`src/rtl/sub_word_mau_pkg.sv`:
```
// Shared encodings and helpers for the sub-word memory access unit:
// access sizes, operation type, controller states and alignment helpers.
package sub_word_mau_pkg;

  // Access size as carried on req_size.
  typedef enum logic [1:0] {
    MAU_SIZE_B = 2'b00,
    MAU_SIZE_H = 2'b01,
    MAU_SIZE_W = 2'b10,
    MAU_SIZE_D = 2'b11
  } mau_size_e;

  // Operation type as carried on req_we.
  typedef enum logic {
    MAU_OP_LOAD  = 1'b0,
    MAU_OP_STORE = 1'b1
  } mau_op_e;

  // Controller states.
  typedef enum logic [1:0] {
    MAU_ST_IDLE = 2'b00,
    MAU_ST_RD   = 2'b01,
    MAU_ST_WR   = 2'b10,
    MAU_ST_RESP = 2'b11
  } mau_state_e;

  // Number of bytes moved by an access of the given size.
  function automatic logic [3:0] mau_size_bytes(input logic [1:0] size);
    logic [3:0] bytes;
    case (size)
      MAU_SIZE_B: bytes = 4'd1;
      MAU_SIZE_H: bytes = 4'd2;
      MAU_SIZE_W: bytes = 4'd4;
      default:    bytes = 4'd8;
    endcase
    return bytes;
  endfunction

  // True when the byte offset is not a multiple of the access size.
  function automatic logic mau_misaligned(input logic [2:0] off, input logic [1:0] size);
    logic [3:0] low_mask;
    low_mask = mau_size_bytes(size) - 4'd1;
    return |({1'b0, off} & low_mask);
  endfunction

endpackage

```
`src/rtl/byte_lane_align.sv`:
```
// Combinational lane steering between a full memory word and a sub-word
// access: extracts and extends load data, and merges store data into the
// old word for read-modify-write.
module byte_lane_align
  import sub_word_mau_pkg::*;
#(
  parameter int DATA_W = 32,
  parameter int OFF_W  = $clog2(DATA_W / 8)
) (
  input  logic [DATA_W-1:0] rdata_i,
  input  logic [OFF_W-1:0]  off_i,
  input  logic [1:0]        size_i,
  input  logic              uns_i,
  input  logic [DATA_W-1:0] wdata_i,
  output logic [DATA_W-1:0] load_o,
  output logic [DATA_W-1:0] merge_o
);

  logic [OFF_W+2:0]  shamt_s;
  logic [6:0]        nbits_s;
  logic [DATA_W-1:0] size_mask_s;
  logic [DATA_W-1:0] msb_mask_s;
  logic [DATA_W-1:0] shifted_s;
  logic [DATA_W-1:0] lane_mask_s;
  logic              sign_s;

  // Turn byte offset and size into a bit shift and a right-justified field mask.
  always_comb begin
    shamt_s     = {off_i, 3'b000};
    nbits_s     = {mau_size_bytes(size_i), 3'b000};
    // A shift by the full word width yields zero, so a full-width size gives all ones.
    size_mask_s = ~({DATA_W{1'b1}} << nbits_s);
    msb_mask_s  = size_mask_s & ~(size_mask_s >> 1'b1);
  end

  // Load path: bring the addressed lane down to bit 0, then sign- or zero-fill.
  always_comb begin
    shifted_s = rdata_i >> shamt_s;
    sign_s    = |(shifted_s & msb_mask_s);
    if (!uns_i && sign_s) begin
      load_o = (shifted_s & size_mask_s) | ~size_mask_s;
    end else begin
      load_o = shifted_s & size_mask_s;
    end
  end

  // Store path: replace only the addressed lane of the old word.
  always_comb begin
    lane_mask_s = size_mask_s << shamt_s;
    merge_o     = (rdata_i & ~lane_mask_s) | ((wdata_i << shamt_s) & lane_mask_s);
  end

endmodule

```
`src/rtl/sub_word_mau.sv`:
```
// Memory access unit between the CPU MEM stage and a word-wide data memory
// without byte enables. Handles byte/half/word/double loads with extension,
// sub-word stores by read-modify-write, and rejects misaligned accesses
// without touching memory.
module sub_word_mau
  import sub_word_mau_pkg::*;
#(
  parameter int DATA_W = 32,
  parameter int ADDR_W = 32
) (
  input  logic              clk,
  input  logic              rst,
  input  logic              req_valid,
  output logic              req_ready,
  input  logic              req_we,
  input  logic [1:0]        req_size,
  input  logic              req_uns,
  input  logic [ADDR_W-1:0] req_addr,
  input  logic [DATA_W-1:0] req_wdata,
  output logic              resp_valid,
  output logic              resp_err,
  output logic [DATA_W-1:0] resp_rdata,
  output logic              mem_req,
  output logic              mem_we,
  output logic [ADDR_W-1:0] mem_addr,
  output logic [DATA_W-1:0] mem_wdata,
  input  logic              mem_ack,
  input  logic [DATA_W-1:0] mem_rdata
);

  localparam int         OFF_W      = $clog2(DATA_W / 8);
  localparam logic [3:0] WORD_BYTES = 4'(DATA_W / 8);
  localparam logic       HAS_DOUBLE = (DATA_W == 64);

  mau_state_e        state_q, state_d;
  mau_op_e           op_q, op_d;
  logic [1:0]        size_q, size_d;
  logic              uns_q, uns_d;
  logic [ADDR_W-1:0] addr_q, addr_d;
  logic [DATA_W-1:0] wdata_q, wdata_d;
  logic [DATA_W-1:0] rdata_q, rdata_d;
  logic              err_q, err_d;

  logic              illegal_s;
  logic              misalign_s;
  logic              full_s;
  logic [DATA_W-1:0] load_s;
  logic [DATA_W-1:0] merge_s;

  byte_lane_align #(
    .DATA_W(DATA_W),
    .OFF_W (OFF_W)
  ) u_align (
    .rdata_i(mem_rdata),
    .off_i  (addr_q[OFF_W-1:0]),
    .size_i (size_q),
    .uns_i  (uns_q),
    .wdata_i(wdata_q),
    .load_o (load_s),
    .merge_o(merge_s)
  );

  // Classify the incoming request: illegal size, misalignment, full-width store.
  always_comb begin
    illegal_s  = (req_size == MAU_SIZE_D) && !HAS_DOUBLE;
    misalign_s = mau_misaligned(3'(req_addr[OFF_W-1:0]), req_size);
    full_s     = (mau_size_bytes(req_size) == WORD_BYTES);
  end

  // Next-state and latched-field update for the access controller.
  always_comb begin
    state_d = state_q;
    op_d    = op_q;
    size_d  = size_q;
    uns_d   = uns_q;
    addr_d  = addr_q;
    wdata_d = wdata_q;
    rdata_d = rdata_q;
    err_d   = err_q;
    case (state_q)
      MAU_ST_IDLE: begin
        if (req_valid) begin
          op_d    = mau_op_e'(req_we);
          size_d  = req_size;
          uns_d   = req_uns;
          addr_d  = req_addr;
          wdata_d = req_wdata;
          rdata_d = {DATA_W{1'b0}};
          err_d   = illegal_s | misalign_s;
          if (illegal_s || misalign_s) begin
            state_d = MAU_ST_RESP;
          end else if (!req_we) begin
            state_d = MAU_ST_RD;
          end else if (full_s) begin
            state_d = MAU_ST_WR;
          end else begin
            // Sub-word store: fetch the old word first.
            state_d = MAU_ST_RD;
          end
        end else begin
          state_d = MAU_ST_IDLE;
        end
      end
      MAU_ST_RD: begin
        if (mem_ack) begin
          if (op_q == MAU_OP_STORE) begin
            wdata_d = merge_s;
            state_d = MAU_ST_WR;
          end else begin
            rdata_d = load_s;
            state_d = MAU_ST_RESP;
          end
        end else begin
          state_d = MAU_ST_RD;
        end
      end
      MAU_ST_WR: begin
        if (mem_ack) begin
          state_d = MAU_ST_RESP;
        end else begin
          state_d = MAU_ST_WR;
        end
      end
      MAU_ST_RESP: begin
        state_d = MAU_ST_IDLE;
      end
      default: begin
        state_d = MAU_ST_IDLE;
      end
    endcase
  end

  // State and latched request fields; reset abandons any access in flight.
  always_ff @(posedge clk or posedge rst) begin
    if (rst) begin
      state_q <= MAU_ST_IDLE;
      op_q    <= MAU_OP_LOAD;
      size_q  <= 2'b00;
      uns_q   <= 1'b0;
      addr_q  <= {ADDR_W{1'b0}};
      wdata_q <= {DATA_W{1'b0}};
      rdata_q <= {DATA_W{1'b0}};
      err_q   <= 1'b0;
    end else begin
      state_q <= state_d;
      op_q    <= op_d;
      size_q  <= size_d;
      uns_q   <= uns_d;
      addr_q  <= addr_d;
      wdata_q <= wdata_d;
      rdata_q <= rdata_d;
      err_q   <= err_d;
    end
  end

  // Output decode from registered state; all buses read zero outside their phase.
  always_comb begin
    req_ready  = (state_q == MAU_ST_IDLE);
    resp_valid = (state_q == MAU_ST_RESP);
    mem_req    = (state_q == MAU_ST_RD) || (state_q == MAU_ST_WR);
    mem_we     = (state_q == MAU_ST_WR);
    resp_err   = 1'b0;
    resp_rdata = {DATA_W{1'b0}};
    mem_addr   = {ADDR_W{1'b0}};
    mem_wdata  = {DATA_W{1'b0}};
    if (resp_valid) begin
      resp_err   = err_q;
      resp_rdata = rdata_q;
    end else begin
      resp_err   = 1'b0;
      resp_rdata = {DATA_W{1'b0}};
    end
    if (mem_req) begin
      mem_addr = {addr_q[ADDR_W-1:OFF_W], {OFF_W{1'b0}}};
    end else begin
      mem_addr = {ADDR_W{1'b0}};
    end
    if (mem_we) begin
      mem_wdata = wdata_q;
    end else begin
      mem_wdata = {DATA_W{1'b0}};
    end
  end

endmodule

```
`config.mk`:
```
export PLATFORM = sky130hd
export DESIGN_NAME = sub_word_mau
export DESIGN_NICKNAME = d
export VERILOG_FILES = /design/src/rtl/sub_word_mau_pkg.sv /design/src/rtl/byte_lane_align.sv /design/src/rtl/sub_word_mau.sv
export SDC_FILE = /design/constraint.sdc
export NUM_CORES = 1
export LEC_CHECK = 0
export CAP_MARGIN = 20
export CORE_UTILIZATION = 50
export DETAILED_ROUTE_END_ITERATION = 10
export MAX_ROUTING_LAYER = met4
export PLACE_DENSITY = 0.86
export SYNTH_ARGS = -nofsm -noshare
export SYNTH_HDL_FRONTEND = slang
export SYNTH_HIERARCHICAL = 1
export SYNTH_SLANG_ARGS = --single-unit
```
`constraint.sdc`:
```
create_clock -name clk -period 6.15 [get_ports clk]
set_clock_uncertainty 0.15 [all_clocks]
set_input_delay 1.845 -clock clk [delete_from_list [all_inputs] [get_ports clk]]
set_output_delay 1.845 -clock clk [all_outputs]
set_load 0.05 [all_outputs]
```
=== Yosys cells after proc, flatten, opt, wreduce, memory -nomap -nowiden ===
Cells that the tools add are included.

* Output and inout bits: 101
* Logic and storage cells: 75
* Input port bits: 104
* Register bits after elaboration: 103

* Shift operators: 4
* Bitwise gates (word level): 13
* Multiplexer cells: 23
* Add/subtract/negate cells: 1
* Reductions and logical operators: 13
* Eq/ne operators: 13

{| class="wikitable"
|+ Operator list
! operator !! count
|-
| 2-to-1 mux 32 bit || 10
|-
| bitwise AND 32 bit || 5
|-
| case mux 32 bit (2 select lines) || 2
|-
| inverter 32 bit || 3
|-
| OR 32 bit || 2
|-
| left shift 32 x 5 -> 32 bit || 2
|-
| inverter 31 -> 32 bit || 1
|-
| OR reduction 32 bit || 1
|-
| left shift 32 x 7 -> 32 bit, first input constant || 1
|-
| right shift 32 x 5 -> 32 bit || 1
|-
| case mux 4 bit (3 select lines) || 2
|-
| equality test 2 bit, second input constant || 5
|-
| 2-to-1 mux 2 bit || 5
|-
| != test 2 bit, second input constant || 4
|-
| case mux 2 bit (4 select lines) || 1
|-
| AND reduction 4 bit || 2
|-
| equality test 2 x 1 -> 1 bit, second input constant || 3
|-
| zero test 2 bit || 3
|-
| bitwise AND 2 x 4 -> 4 bit || 1
|-
| equality test 4 x 3 -> 1 bit, second input constant || 1
|-
| OR reduction 4 bit || 1
|-
| subtractor 4 x 1 -> 4 bit, second input constant || 1
|-
| 2-to-1 mux 1 bit || 3
|-
| logical OR 1 bit || 2
|-
| other kinds (5) || 5
|}

=== Longest topological paths before layout ===
Gate-level depths: netlist (run 1).

* Depth after elaboration: 13
* Gate-level depth with buffers: 7
* Mapped depth without buffers: 5

=== Hierarchy ===
The synthesis (run 1) kept the hierarchy.

{| class="wikitable"
|+ By module, submodules not included
! module !! cells an instance !! area an instance (sq um) !! times used !! seq. area each (sq um)
|-
| sub_word_mau || 448 || 5193.7 || 1 || 2577.5
|-
| byte_lane_align || 197 || 1639.1 || 1 || 0.0
|}

=== Least setup slack after synthesis (run 1) ===
Ideal clock, no wire load.

* Kind: reg-to-output
* Start: register state_q[0]
* End: output port mem_wdata[10]
* Required time: 4.155 ns
* Stages on the path, launching flop included: 5
* Path buffers: 1
* Slack: 2.449 ns
* Arrival: 1.706 ns
* Path through: dfrtp_1 inv_1 ha_1 clkbuf_1 and2_1

* Longest elaborated chain between the ends: 2

{| class="wikitable"
|+ RTL lines
! element !! RTL line !! source
|-
| start: declaration || sub_word_mau.sv:35 || <nowiki>mau_state_e state_q, state_d;</nowiki>
|-
| start signal: assignment || sub_word_mau.sv:145 || <nowiki>state_q <= state_d;</nowiki>
|-
| equality test 2 bit || sub_word_mau.sv:161 || <nowiki>mem_we = (state_q == MAU_ST_WR);</nowiki>
|-
| net mem_we || sub_word_mau.sv:24 || <nowiki>output logic mem_we,</nowiki>
|-
| 2-to-1 mux 32 bit || sub_word_mau.sv:178 || <nowiki>if (mem_we) begin</nowiki>
|-
| end: declaration || sub_word_mau.sv:26 || <nowiki>output logic [DATA_W-1:0] mem_wdata,</nowiki>
|}

The timed path passes the listed nets, and every way through them passes these cells.

=== Worst setup path in the final report (run 1) ===
* Start: register state_q[0]
* End: output port mem_wdata[23]

* Longest elaborated chain between the ends: 2

{| class="wikitable"
|+ RTL lines
! element !! RTL line
|-
| equality test 2 bit || sub_word_mau.sv:161
|-
| 2-to-1 mux 32 bit || sub_word_mau.sv:178
|}

No other way between the ends.

==> results.toml, run 1 <==
[status]
status = "complete, no violations"

[logic_synthesis]
syn_area_mm2 = 0.00683
synth_top_area_frac = 0.377
yosys-top-cells-count = "mux2_2, dfrtp_1, and2_1"
syn_avg_cell_area_um2 = 10.6
async_flop_share = 1.00
yosysSeqAreaShare = 0.377
yosys.area.top_type = "dfrtp_1"
ys_seq_elements = 103
yosysWarnings = 6
synth_area_leaders = "dfrtp_1, mux2_2, mux2i_1"
yosysUniqueCellTypes = 42
ys.flop_type = "dfrtp_1"
syn_inst = 645
yosysMostFrequentCell = "mux2_2"
synth_edf_count = 0

[cts]
cts-resized-gates = 0
h-tree-depth = 3
cts_buffers = 9
clock-sinks = 103
cts_root_buffer = "clkbuf_16"
cts_tree = "done"
insertion_delay_ps = 340
cts_hold_buf = 0
max-clock-path-buffers = 2
clkTransAtPathRegs_ps = 70
post_cts_buffers = 0

[hold_path]
hold_start = "err_q$_DFFE_PP0P_"
holdPathStages = 2
min_path_type = "reg -> reg"
holdPathEnd = "err_q$_DFFE_PP0P_"

[drt]
routedWlPerCell_um = 19.0
drt_first_pass_iters = 5
drcViolationCount = 0
first_iter_violations = 342
postRouteAntennaNets = 0
via_count = 5486
drt-total-wl_um = 19000
vias_per_cell = 5.48

[power_and_ir_drop]
ir_worst_vdd_uv = 434
powerDensity_mw_per_mm2 = 595
fin_total_pwr_w = 0.00551
leakage_nw = 3.78

[timing]
finalSetupViolCount = 0
hold_violations = 0
grt_setup_unrepaired = "no"
worst_slew_pin_slew_ps = 908
period_minus_slack_ps = 4660
fmax_mhz = 215
final-max-slew-violation-count = 0
post-route-period-util = 0.758
max_slew_margin = 0.395
fin_tns_setup_ps = 0

[critical_path]
end_kind = "output port"
reg2reg_depth = 6
start_kind = "flip-flop"
crit_arrival_ps = 2670
r2r-start = "addr_q[0]$_DFFE_PP0P_"
cp.required_ps = 4160
crit_type = "reg -> out"
rrSetupSlack_ps = 3090
r2r_end = "wdata_q[16]$_DFFE_PP0P_"
worstPathMaxFanout = 35

[floorplan]
die_area_mm2 = 0.0141
die_y_um = 119
ios = 205
coreArea_mm2 = 0.0133
rows = 42
initial_core_util = 0.514
die_w_um = 119

[place]
portBuffers = 202
gp_congestion = 0.881
dp_hpwl_um = 13800

[global_routing]
grt_usage = 0.280
grt_pass1_vias = 5737
antenna_found_initial = 0
grt_max_degree = 83
grt-ovfl-total = 0
grt_pass1_wl_um = 30100

[layout]
drive_above_1_share = 0.200
layout.nets = 930
antenna_cells = 0
syn_to_final_growth_pct = 35.5

[flow_run]
maxCapViolCount = 0
routing by layer:
layer  global-route usage  wire (um)  share of wire  vias to the layer above
li1                     -          -              -                     2556
met1                0.335       7910           0.42                     2682
met2                0.466       9610           0.51                      202
met3               0.0426        894          0.047                       46
met4                0.129        593          0.031                        0
met5                    -          0              0                        -
power by group:
group / switching, W / internal (W) / total (W)
combinational: 0.00202 / 0.00156 / 0.00358
clock: 0.000244 / 0.000358 / 0.000602
sequential: 0.000303 / 0.00102 / 0.00133
worst max path at each step:
stage / start / end / slack, ps / cells past startpoint
6_report: state_q[0]$_DFF_PP0_ / mem_wdata[23] / 1490 / 4
5_1_grt: state_q[0]$_DFF_PP0_ / mem_wdata[18] / 1270 / 4
2_1_floorplan: rst / addr_q[0]$_DFFE_PP0P_ / 1450 / 1
4_1_cts: state_q[0]$_DFF_PP0_ / mem_wdata[23] / 1460 / 4
3_3_place_gp: state_q[0]$_DFF_PP0_ / mem_wdata[26] / 1940 / 4
3_5_place_dp: state_q[0]$_DFF_PP0_ / mem_wdata[23] / 1840 / 4
flip-flops by register name, summed over array words and instances, names as in the netlist:
register,flops
addr_q,32
err_q,1
op_q,1
rdata_q,32
size_q,2
state_q,2
uns_q,1
wdata_q,32
worst max-delay path, stage by stage (launching register included):
cell             delay, ps
dfrtp_1                410
inv_1                   90
ha_1                   750
and2_1                 250
clkdlybuf4s50_1        820
through the flow:
stage               worst slack (ps)  cell area (um2)   util  hold WS [ps]  cells
floorplan                       1450             6840      -           289    646
global placement                1940             8860  0.666           303    983
detailed placement              1840             8890  0.668           327    984
CTS                             1460             9210  0.692           343    999
global route                    1270             9260  0.696           366   1002
finish                          1490             9260  0.696           341   1002
placed cells by master, fill, tap and decap left out, types with 2 or more instances in the layout:
cell	synthesis	layout
a211oi_1	7	7
a21oi_4	1	3
buf_4	9	7
nand2b_1	2	2
ha_1	4	3
o22ai_1	8	8
conb_1	1	2
nor2b_1	10	10
o221ai_1	2	2
buf_16	0	2
clkbuf_16	0	9
mux2_1	19	19
o21ai_0	7	7
clkbuf_8	0	4
clkdlybuf4s50_1	0	202
nand2_1	46	46
o2bb2ai_1	8	8
mux2i_1	73	73
dfrtp_1	103	101
nor2_1	4	4
mux2_2	123	123
dfrtp_2	0	2
nor2_2	3	3
inv_1	35	34
and2_1	96	96
a21oi_1	23	23
or2_0	7	7
cell type report:
cell class / instances / area, um2
clock buffer: 13 / 280
clock inverter: 2 / 37.5
fill: 964 / 4040
inverter: 35 / 134
multi-input combinational: 461 / 3860
sequential: 103 / 2580
tap: 176 / 220
timing repair buffer: 212 / 2150
logic make-up (layout without fill, tap and decap cells):
| kind of cell | after synthesis | count (layout) | share of synthesized area |
|---|---|---|---|
| flops | 103 | 103 | 0.377 |
| xor+xnor | 1 | 1 | 0.00128 |
| mux | 216 | 216 | 0.343 |
| buf+inv | 82 | 262 | 0.0612 |
| fa+ha+maj | 4 | 4 | 0.00732 |
| simple gates | 173 | 173 | 0.141 |
| compound gates | 65 | 65 | 0.0679 |
| other cells | 1 | 2 | 0.000549 |
Power figures use the tool's default switching activity.
==> inputs of run 2 (changes only) <==
--- a/config.mk
+++ b/config.mk
@@ -6,10 +6,10 @@
 export NUM_CORES = 1
 export LEC_CHECK = 0
 export CAP_MARGIN = 20
-export CORE_UTILIZATION = 50
+export CORE_UTILIZATION = 44
 export DETAILED_ROUTE_END_ITERATION = 10
 export MAX_ROUTING_LAYER = met4
-export PLACE_DENSITY = 0.86
+export PLACE_DENSITY = 0.81
 export SYNTH_ARGS = -nofsm -noshare
 export SYNTH_HDL_FRONTEND = slang
 export SYNTH_HIERARCHICAL = 1
==> constraint.sdc (replaced) <==
create_clock -name clk -period 4.1 [get_ports clk]
set_clock_uncertainty 0.15 [all_clocks]
set_input_delay 1.23 -clock clk [delete_from_list [all_inputs] [get_ports clk]]
set_output_delay 1.23 -clock clk [all_outputs]
set_load 0.05 [all_outputs]
==> results.toml, run 2 (synthesized netlist as in run 1, its figures left out) <==
[flow_run]
maxCapViolCount = 0

[critical_path]
end_kind = "output port"
crit_type = "reg -> out"
crit_arrival_ps = 2310
start_kind = "flip-flop"
worstPathMaxFanout = 31
cp.required_ps = 2720

[hold_path]
min_path_type = "reg -> reg"

[power_and_ir_drop]
ir_worst_vdd_uv = 571
leakage_nw = 3.77
powerDensity_mw_per_mm2 = 876

[cts]
clock-sinks = 103
cts_buffers = 9
clkTransAtPathRegs_ps = 70
cts-resized-gates = 0
cts_hold_buf = 0
max-clock-path-buffers = 2
insertion_delay_ps = 340
h-tree-depth = 3
cts_tree = "done"
post_cts_buffers = 0
cts_root_buffer = "clkbuf_16"

[drt]
vias_per_cell = 5.20
drcViolationCount = 0
postRouteAntennaNets = 0
drt-total-wl_um = 18600
via_count = 5302
routedWlPerCell_um = 18.3
drt_first_pass_iters = 5
first_iter_violations = 283

[timing]
final-max-slew-violation-count = 0
hold_violations = 0
fin_tns_setup_ps = 0
post-route-period-util = 0.901
grt_setup_unrepaired = "no"
period_minus_slack_ps = 3690
worst_slew_pin_slew_ps = 878
finalSetupViolCount = 0
max_slew_margin = 0.414
fmax_mhz = 271

[layout]
drive_above_1_share = 0.207
final_util = 0.605
reg_top3 = "addr_q (32), rdata_q (32), wdata_q (32)"
antenna_cells = 0
layout.nets = 934
syn_to_final_growth_pct = 34.7
final_common_cell = "clkdlybuf4s50_1"
most-common-layout-cells = "clkdlybuf4s50_1, mux2_2, dfrtp_1"

[floorplan]
ios = 205
die_y_um = 127
rows = 45
initial_core_util = 0.449
coreArea_mm2 = 0.0152
die_area_mm2 = 0.0160
die_w_um = 127

[place]
dp_hpwl_um = 13900
gp_congestion = 0.849
portBuffers = 202

[global_routing]
grt_pass1_vias = 5204
grt_pass1_wl_um = 29100
grt_max_degree = 69
grt-ovfl-total = 0
grt_usage = 0.242
antenna_found_initial = 0

[status]
status = "complete, no violations"
-- run 2: cell types whose count changed in the layout (fill, tap and decap cells not counted) --
cell and change:
buf_16 -2, buf_4 +10, bufinv_16 -1, clkinvlp_4 -1, clkbuf_1 +1, clkdlybuf4s50_1 -3, inv_6 +2, clkbuf_8 -3
clkinv_2 +3, buf_12 -1
-- run 2: path summary, 6_finish.rpt --
| kind | startpoint | endpoint | slack [ps] | cells past startpoint |
|---|---|---|---|---|
| setup / recovery | state_q[0]$_DFF_PP0_ | mem_addr[9] | 410 | 5 |
| hold / removal | err_q$_DFFE_PP0P_ | err_q$_DFFE_PP0P_ | 340 | 2 |
| setup reg to reg | addr_q[1]$_DFFE_PP0P_ | rdata_q[17]$_DFFE_PP0P_ | 1100 | 6 |
| hold reg to reg | err_q$_DFFE_PP0P_ | err_q$_DFFE_PP0P_ | 340 | 2 |
| max in group asynchronous | rst | rdata_q[6]$_DFFE_PP0P_ | 1850 | 3 |
| min in group asynchronous | rst | wdata_q[26]$_DFFE_PP0P_ | 1200 | 2 |
-- run 2: stage by stage --
stage                     total power (W)  cells  hold slack, ps  cell area, um2  setup slack (ps)
final                             0.00806   1019             338            9200               405
after global routing              0.00852   1019             361            9200               247
after CTS                         0.00808   1018             338            9200               378
after detailed placement          0.00725   1002             320            8920               759
after global placement            0.00715   1002             310            8920               819
after floorplan                   0.00596    646             289            6840              16.2
-- run 2: layer usage --
metal,track usage,part of all wire
met2,0.387,0.48
met4,0.0815,0.015
met1,0.314,0.44
met3,0.0371,0.059
met5,-,0
-- run 2: layout make-up --
class                      count  area (um2)
fill                        1266        6000
multi-input combinational    461        3860
sequential                   103        2580
timing repair buffer         216        2120
clock buffer                  11         243
tap                          188         235
inverter                      35         134
clock inverter                 5        32.5
-- run 2: critical path, cell delays in order (launching register included) --
cell and delay (ps):
dfrtp_1 380, inv_1 70, ha_1 270, buf_4 240
and2_1 180, clkdlybuf4s50_1 820
-- run 2: where the power goes --
group	leakage (nW)	internal, W	switching [W]
Sequential	1.27	0.00153	0.000512
Combinational	2.36	0.00231	0.00289
Clock	0.140	0.000430	0.000385
